[src/rtl/ps2_key_pkg.sv]
// Shared types and constants for the PS/2 set-2 key tracker.
// KEY_TABLE entries are {ext bit, scancode}.
package ps2_key_pkg;

  typedef enum logic [1:0] {
    IDLE    = 2'd0,
    EXT     = 2'd1,
    BRK     = 2'd2,
    EXT_BRK = 2'd3
  } ps2_state_t;

  localparam logic [7:0] PS2_EXT = 8'hE0;
  localparam logic [7:0] PS2_BRK = 8'hF0;

  // left, down, right, up, insert, delete, home, end
  localparam logic [8:0] KEY_TABLE [8] = '{
    9'h16B, 9'h172, 9'h174, 9'h175, 9'h170, 9'h171, 9'h16C, 9'h169
  };

endpackage

[src/rtl/ps2_key_match.sv]
// Combinational {ext, code} to one-hot matcher over the first NUM_KEYS table entries.
module ps2_key_match
  import ps2_key_pkg::*;
#(
  parameter int NUM_KEYS = 4
) (
  input  logic                ext,
  input  logic [7:0]          code,
  output logic [NUM_KEYS-1:0] hit
);

  always_comb begin
    hit = '0;
    for (int i = 0; i < NUM_KEYS; i++) begin
      hit[i] = ({ext, code} == KEY_TABLE[i]);
    end
  end

endmodule

[src/rtl/ps2_key_tracker.sv]
// PS/2 set-2 scancode follower: E0/F0 prefix FSM, per-key held state, make/break pulses
// and a timeout that abandons prefix sequences left hanging.
module ps2_key_tracker
  import ps2_key_pkg::*;
#(
  parameter int NUM_KEYS       = 4,
  parameter int TIMEOUT_CYCLES = 1024
) (
  input  logic                clk,
  input  logic                areset,
  input  logic [7:0]          in_byte,
  input  logic                in_valid,
  output logic [NUM_KEYS-1:0] key_down,
  output logic [NUM_KEYS-1:0] make_pulse,
  output logic [NUM_KEYS-1:0] break_pulse,
  output logic                timeout
);

  localparam int CntW = (TIMEOUT_CYCLES > 0) ? $clog2(TIMEOUT_CYCLES + 1) : 1;

  ps2_state_t          state_q, state_d;
  logic [CntW-1:0]     cnt_q, cnt_d;
  logic [NUM_KEYS-1:0] key_down_q, key_down_d;
  logic [NUM_KEYS-1:0] make_q, make_d;
  logic [NUM_KEYS-1:0] break_q, break_d;
  logic                timeout_q, timeout_d;

  logic                lookup_ext;
  logic                do_make;
  logic                do_break;
  logic [NUM_KEYS-1:0] hit;

  ps2_key_match #(
    .NUM_KEYS(NUM_KEYS)
  ) u_match (
    .ext (lookup_ext),
    .code(in_byte),
    .hit (hit)
  );

  always_comb begin
    state_d    = state_q;
    cnt_d      = cnt_q;
    lookup_ext = 1'b0;
    do_make    = 1'b0;
    do_break   = 1'b0;
    timeout_d  = 1'b0;

    if (in_valid) begin
      cnt_d = '0;
      unique case (state_q)
        IDLE: begin
          if (in_byte == PS2_EXT) begin
            state_d = EXT;
          end else if (in_byte == PS2_BRK) begin
            state_d = BRK;
          end else begin
            do_make = 1'b1;
          end
        end
        EXT: begin
          if (in_byte == PS2_BRK) begin
            state_d = EXT_BRK;
          end else if (in_byte == PS2_EXT) begin
            state_d = EXT;
          end else begin
            lookup_ext = 1'b1;
            do_make    = 1'b1;
            state_d    = IDLE;
          end
        end
        BRK: begin
          do_break = 1'b1;
          state_d  = IDLE;
        end
        EXT_BRK: begin
          lookup_ext = 1'b1;
          do_break   = 1'b1;
          state_d    = IDLE;
        end
        default: state_d = IDLE;
      endcase
    end else if (state_q != IDLE) begin
      // Expire on the idle cycle that would bring the count up to TIMEOUT_CYCLES.
      if ((TIMEOUT_CYCLES != 0) && (cnt_q == CntW'(TIMEOUT_CYCLES - 1))) begin
        state_d   = IDLE;
        timeout_d = 1'b1;
        cnt_d     = '0;
      end else if (cnt_q != '1) begin
        cnt_d = cnt_q + CntW'(1);
      end
    end
  end

  always_comb begin
    key_down_d = key_down_q;
    make_d     = '0;
    break_d    = '0;
    if (do_make) begin
      make_d     = hit & ~key_down_q;
      key_down_d = key_down_q | hit;
    end
    if (do_break) begin
      break_d    = hit & key_down_q;
      key_down_d = key_down_q & ~hit;
    end
  end

  always_ff @(posedge clk or posedge areset) begin
    if (areset) begin
      state_q    <= IDLE;
      cnt_q      <= '0;
      key_down_q <= '0;
      make_q     <= '0;
      break_q    <= '0;
      timeout_q  <= 1'b0;
    end else begin
      state_q    <= state_d;
      cnt_q      <= cnt_d;
      key_down_q <= key_down_d;
      make_q     <= make_d;
      break_q    <= break_d;
      timeout_q  <= timeout_d;
    end
  end

  assign key_down    = key_down_q;
  assign make_pulse  = make_q;
  assign break_pulse = break_q;
  assign timeout     = timeout_q;

endmodule

[config.mk]
export PLATFORM = sky130hd
export DESIGN_NAME = ps2_key_tracker
export DESIGN_NICKNAME = d
export VERILOG_FILES = /design/src/rtl/ps2_key_pkg.sv /design/src/rtl/ps2_key_match.sv /design/src/rtl/ps2_key_tracker.sv
export SDC_FILE = /design/constraint.sdc
export NUM_CORES = 1
export LEC_CHECK = 0
export ABC_AREA = 1
export ABC_CLOCK_PERIOD_IN_PS = 1600
export BUFFER_PORTS_ARGS = -buffer_cell sky130_fd_sc_hd__buf_2
export CORE_ASPECT_RATIO = 0.5
export CORE_MARGIN = 2
export CORE_UTILIZATION = 45
export CTS_CLUSTER_DIAMETER = 80
export DETAILED_ROUTE_END_ITERATION = 10
export GPL_TIMING_DRIVEN = 0
export HOLD_SLACK_MARGIN = 0.15
export PLACE_DENSITY = 0.65
export SETUP_SLACK_MARGIN = 0.4
export SYNTH_ARGS = -nofsm -noshare
export SYNTH_HDL_FRONTEND = slang
export SYNTH_SLANG_ARGS = --single-unit
[constraint.sdc]
create_clock -name clk -period 1.6 [get_ports clk]
set_input_delay 0.32 -clock clk [delete_from_list [all_inputs] [get_ports clk]]
set_output_delay 0.32 -clock clk [all_outputs]
set_load 0.02 [all_outputs]
---- Yosys cells after proc, flatten, opt, wreduce, memory -nomap -nowiden ----
Cells that the tools add are included.
storage, ports and cells
  input port bits ......................... 11
  register bits after elaboration ......... 26
  logic and storage cells ................. 63
  output and inout port bits .............. 13
operators by class
  add/subtract/negate cells ............... 1
  bitwise operators ....................... 6
  muxes and demuxes ....................... 29
  equal/unequal tests ..................... 12
  reductions and logical operators ........ 9
operator list
  operator                 count
  $mux W11                 4
  $eq A9 B9 Y1 const B     4
  $eq A8 B8 Y1 const B     2
  $mux W4                  4
  $and A4 B4 Y4            3
  $mux W1                  12
  $mux W2                  6
  $add A11 B1 Y11 const B  1
  $eq A11 B10 Y1 const B   1
  $ne A11 B11 Y1 const B   1
  $not A4 Y4               2
  $reduce_bool A2 Y1       4
  $pmux W2 S3              1
  $eq A2 B2 Y1 const B     2
  $ne A4 B4 Y1 const B     1
  $or A4 B4 Y4             1
  $pmux W1 S2              2
  $reduce_and A3 Y1        1
  $reduce_bool A3 Y1       1
  $eq A2 B1 Y1 const B     1
  $logic_not A2 Y1         1
  $reduce_and A2 Y1        1
  $reduce_or A2 Y1         1

---- Logic depth before layout (Yosys ltp) ----
  depth after elaboration ................. 9
  gate-level depth with buffers ........... 10
  depth with buffers taken out ............ 9

---- Modules after synthesis ----
From an unflattened synthesis, not the netlist that was laid out.
second synthesis, totals
  cells, all modules ...................... 204
  area total of the unflattened synthesis .. 1560.2 um^2
modules (own cells, without submodules)
  module           sequential area each (um^2)  cells each  instances  area an instance (um^2)
  ps2_key_tracker  650.6                        183         1          1461.4
  ps2_key_match    0.0                          21          1          98.8

---- Least setup slack after synthesis ----
OpenSTA, ideal clock, no wires.
  kind .................................... reg2reg
  start ................................... register cnt_q[1]
  end ..................................... register cnt_q[5]
  data required time ...................... 1.480 ns
  buffers on the path ..................... 1
  clock period less this slack ............ 1.362 ns
  setup time .............................. 0.120 ns
  slack ................................... 0.238 ns
  data arrival time ....................... 1.242 ns
  cell stages (with the launch flop) ...... 10
  cells stage by stage .................... dfrtp_1 ha_1 nand2_1 nor2_4 nand3_1 nand2_2 nand2_4 buf_6 a21oi_1 nor2_1
between the ends
  longest elaborated chain between the ends .. 5
  elaborated cells between the ends (all ways) .. 9
  those cells by class .................... add/sub: 1; eq/ne: 2; mux: 4; reduce/logical: 2
ends and longest elaborated chain
  item                    RTL line                RTL
  from (decl)             ps2_key_tracker.sv:22   logic [CntW-1:0] cnt_q, cnt_d;
  from (signal assigned)  ps2_key_tracker.sv:119  cnt_q <= cnt_d;
  $add A11 B1 Y11         ps2_key_tracker.sv:90   cnt_d = cnt_q + CntW'(1);
  $mux W11                ps2_key_tracker.sv:89   end else if (cnt_q != '1) begin
  $mux W11                ps2_key_tracker.sv:85   if ((TIMEOUT_CYCLES != 0) && (cnt_q == CntW'(TIMEOUT_CYCLES - 1))) begin
  $mux W11                ps2_key_tracker.sv:83   end else if (state_q != IDLE) begin
  $mux W11                ps2_key_tracker.sv:49   if (in_valid) begin
Parallel ways exist; a longest one is shown, timed or not. The select of a mux whose other input is x is not followed.
A chain may end at the register's enable or synchronous reset.

---- Final worst setup path ----
  start ................................... register cnt_q[0]
  end ..................................... register cnt_q[8]
The elaborated chain is that of the path after synthesis.

==> results.tsv <==
stage	metric	value	unit
status	outcome	completed	
yosys	synth.mux.area_fraction	0	%
yosys	synth_top_family_by_area	simple AND/OR/NAND/NOR gates	
yosys	synth_warnings	0	
route	detailroute.via_count	1322	
global_route	antenna_found_initial	0	
route	dr.pass1.iters	4	
route	post_drt_wl_per_cell	12.6	um
clocking	clk_transition_reported_paths	0.09	ns
route	route.detailed.vias_per_inst	5.03	
worst_setup_path	cpLargestDelayFamily	simple AND/OR/NAND/NOR gates	
floorplan	die_w	81.9	um
worst_hold_path	worstHoldPathType	primary input to asynchronous set/reset pin	
timing	worst_slew_pin_slew	0.976	ns
power_and_ir_drop	comb_power_share	29.4	%
power_and_ir_drop	power_report.internal_total	1.07	mW
global_route	grt_remaining_overflow	0	
floorplan	chip_height	42.9	um
timing	setup_total_negative_slack	0	ns
worst_setup_path	rr_startpoint	cnt_q[0]	
route	detail_route.iter0.violations	91	
timing	max_slew_margin	34.9	%
global_route	grt_use_total	20.5	%
worst_setup_path	timing.critical_path.required	1.77	ns
cells_and_area	final_common_cell	sky130_fd_sc_hd__nand2_1	
worst_setup_path	crit_chain	ha_4 -> nand2_4 -> nor2_4 -> nand3_2 -> nand2_2 -> nand2_4 -> buf_6 -> a21oi_2 -> nor2_1	
global_route	grt_first_pass_wirelength	5460	um
yosys	postSynthNetCount	194	
clocking	cts_tree	yes	
worst_setup_path	setup.reg_to_reg.worst_slack	0.16	ns
job	max_cap_violations	0	
timing	setup_viol_count_final	0	
worst_setup_path	reg2reg_to	cnt_q[8]	
timing	rsz_0062_raised_after_global_routing	true	
timing	final-hold-violation-count	0	
placement	port_buffers	23	
cells_and_area	layout_common_cells	sky130_fd_sc_hd__nand2_1, sky130_fd_sc_hd__dfrtp_1, sky130_fd_sc_hd__inv_1	
worst_setup_path	critPathArrivalTime	1.61	ns
power_and_ir_drop	ir_worst_vdd	0.446	mV
power_and_ir_drop	switching_share	31.7	%
cells_and_area	antenna_cells_inserted	0	
clocking	cts.htree.levels	1	
power_and_ir_drop	power.sequential.fraction	47.0	%
power_and_ir_drop	p_switching	0.496	mW
timing	holdWs	0.259	ns
worst_setup_path	timing.critical_path.slowest_stage_cell	sky130_fd_sc_hd__dfrtp_1	
clocking	worst_skew_pair.late_latency	0.27	ns
timing	finClkSkew	0.00747	ns
worst_setup_path	worstPathBufferInverterCount	1	
worst_setup_path	critical_path.startpoint_type	flip-flop	
floorplan	dieArea	0.00351	mm2
cells_and_area	nets	237	
yosys	synth-seq-cells	26	
yosys	synth_seq_area_share	47.7	%
yosys	synth-xor-area-share	0.642	%
timing	final.min_clock_period	1.44	ns
yosys	synthDistinctLibCells	21	
global_route	grt_start_max_net_pins	27	
timing	achievable-frequency	694	MHz
power_and_ir_drop	leakage	0.913	nW
timing	slew_violations	0	
timing	timing.final.crit_share	90.0	%
clocking	cts_hold_buf	0	
floorplan	core_area	0.00294	mm2
cells_and_area	utilization	61.3	%
placement	hpwl	2170	um
floorplan	rows	14	
worst_setup_path	path_common_cell	sky130_fd_sc_hd__nand2_4	
worst_setup_path	worst_r2r_path_depth	9	
clocking	clock_tree.buffer_depth	2	
yosys	basic_gate_share_of_the_synthesized_area_counting_and_or_nand_and_nor_cells	35.2	%
yosys	synth-compound-area-share	6.97	%
floorplan	ports_placed_on_the_boundary	24	
worst_setup_path	crit_path_max_fanout	5	
cells_and_area	fillCellCount	264	
power_and_ir_drop	share_of_power_burned_in_the_clock_network	23.6	%
route	drc	0	
yosys	post_synth_fa_ha_maj_area_fraction	0.917	%
worst_setup_path	worst_path_largest_cell_delay	0.42	ns
clocking	clock_sink_count	26	
cells_and_area	drive_gt1_share	33.6	%
clocking	cts-buffers-inserted	3	
yosys	post_synth_inst_count	182	
power_and_ir_drop	pwr_density_cell	867	mW/mm2
route	detail-route-antenna-nets	0	
floorplan	initial_core_util	46.3	%
yosys	syn_area_per_cell	7.49	um2
route	total_wirelength_of_the_detailed_routed_design	3310	um
worst_setup_path	crit_type	flip-flop to flip-flop	
worst_setup_path	kind_of_end_point_of_the_critical_path	flip-flop	
global_route	first_global_vias	1231	
cells_and_area	layout_area_growth_over_synthesis	32.3	%
placement	gpl.final_weighted_congestion	0.848	
yosys	netlist_area	0.00136	mm2
clocking	cts-root-buf	sky130_fd_sc_hd__clkbuf_8	
-- power groups by stage --
stage                     Sequential (mW)  Combinational [mW]  Clock [mW]
final                               0.735               0.460       0.369
after global routing                0.739               0.516       0.404
after CTS                           0.724               0.358       0.383
after detailed placement            0.740               0.280           0
after global placement              0.739               0.275           0
after floorplan                     0.731               0.209           0
-- per-stage QoR --
stage	setup slack, ns	cells	total power, mW	cell area, um2
5_1_grt	0.0970	263	1.66	1800
3_5_place_dp	0.00637	245	1.02	1540
6_report	0.160	263	1.56	1800
4_1_cts	0.177	255	1.46	1650
2_1_floorplan	0.257	182	0.940	1370
3_3_place_gp	0.0251	245	1.01	1540
-- cell usage after synthesis --
cell type | n | area, um2
sky130_fd_sc_hd__nor2_4 | 1 | 11.3
sky130_fd_sc_hd__nand3_1 | 21 | 105
sky130_fd_sc_hd__xor2_1 | 1 | 8.76
sky130_fd_sc_hd__dfrtp_1 | 26 | 651
sky130_fd_sc_hd__nand2_2 | 2 | 12.5
sky130_fd_sc_hd__a21oi_1 | 7 | 35.0
sky130_fd_sc_hd__and3_1 | 1 | 6.26
sky130_fd_sc_hd__ha_1 | 1 | 12.5
sky130_fd_sc_hd__nor2_1 | 26 | 97.6
sky130_fd_sc_hd__nor2_2 | 2 | 12.5
sky130_fd_sc_hd__or2_2 | 1 | 6.26
sky130_fd_sc_hd__nand3b_1 | 1 | 7.51
sky130_fd_sc_hd__buf_6 | 1 | 11.3
sky130_fd_sc_hd__nand2_1 | 37 | 139
sky130_fd_sc_hd__inv_1 | 26 | 97.6
sky130_fd_sc_hd__nand2_4 | 1 | 11.3
sky130_fd_sc_hd__nor3_1 | 8 | 40.0
sky130_fd_sc_hd__o21ai_0 | 10 | 50.1
sky130_fd_sc_hd__nand4_1 | 5 | 31.3
sky130_fd_sc_hd__o21ai_1 | 2 | 10.0
sky130_fd_sc_hd__inv_2 | 2 | 7.51
-- kinds of logic after synthesis --
logic type,count (synthesis)
buffers and inverters,29
xor gates and xnor gates,1
and+or+nand+nor,106
DFF,26
adders and majority gates,1
AOI/OAI and AO/OA,19
-- layer usage --
layer	wire (um)	global-route usage [%]	vias up
li1	-	-	672
met5	0	0	-
met2	1700	36.3	16
met1	1500	25.4	630
met3	79	5.11	4
met4	31	4.33	0
-- final cells by class --
type	instances	area, um2	share of cell area (%)
multi-input cells	127	701	38.8
plain buffers	1	11.3	0.624
well taps	40	50.0	2.77
flip-flops and latches	26	652	36.1
repair buffers	38	241	13.4
clock buffers	3	41.3	2.29
inverters	28	108	5.96
-- worst max-delay path by stage --
stage	from	to	slack, ns	cells past startpoint
after CTS	cnt_q[1]	cnt_q[8]	0.18	9
after detailed placement	cnt_q[1]	cnt_q[5]	0.006	8
final	cnt_q[0]	cnt_q[8]	0.16	9
after floorplan	cnt_q[1]	cnt_q[5]	0.26	9
after global placement	cnt_q[1]	cnt_q[5]	0.03	8
after global routing	cnt_q[0]	cnt_q[8]	0.1	10
-- timing repair --
action                                  CTS  global route
setup buffers                             6             8
pin swaps                                 7            13
hold endpoints to repair                  0             0
resized for setup                         7            27
endpoints found under the setup margin   13            27
gates cloned                              1             0
Power figures use the tool's default switching activity.
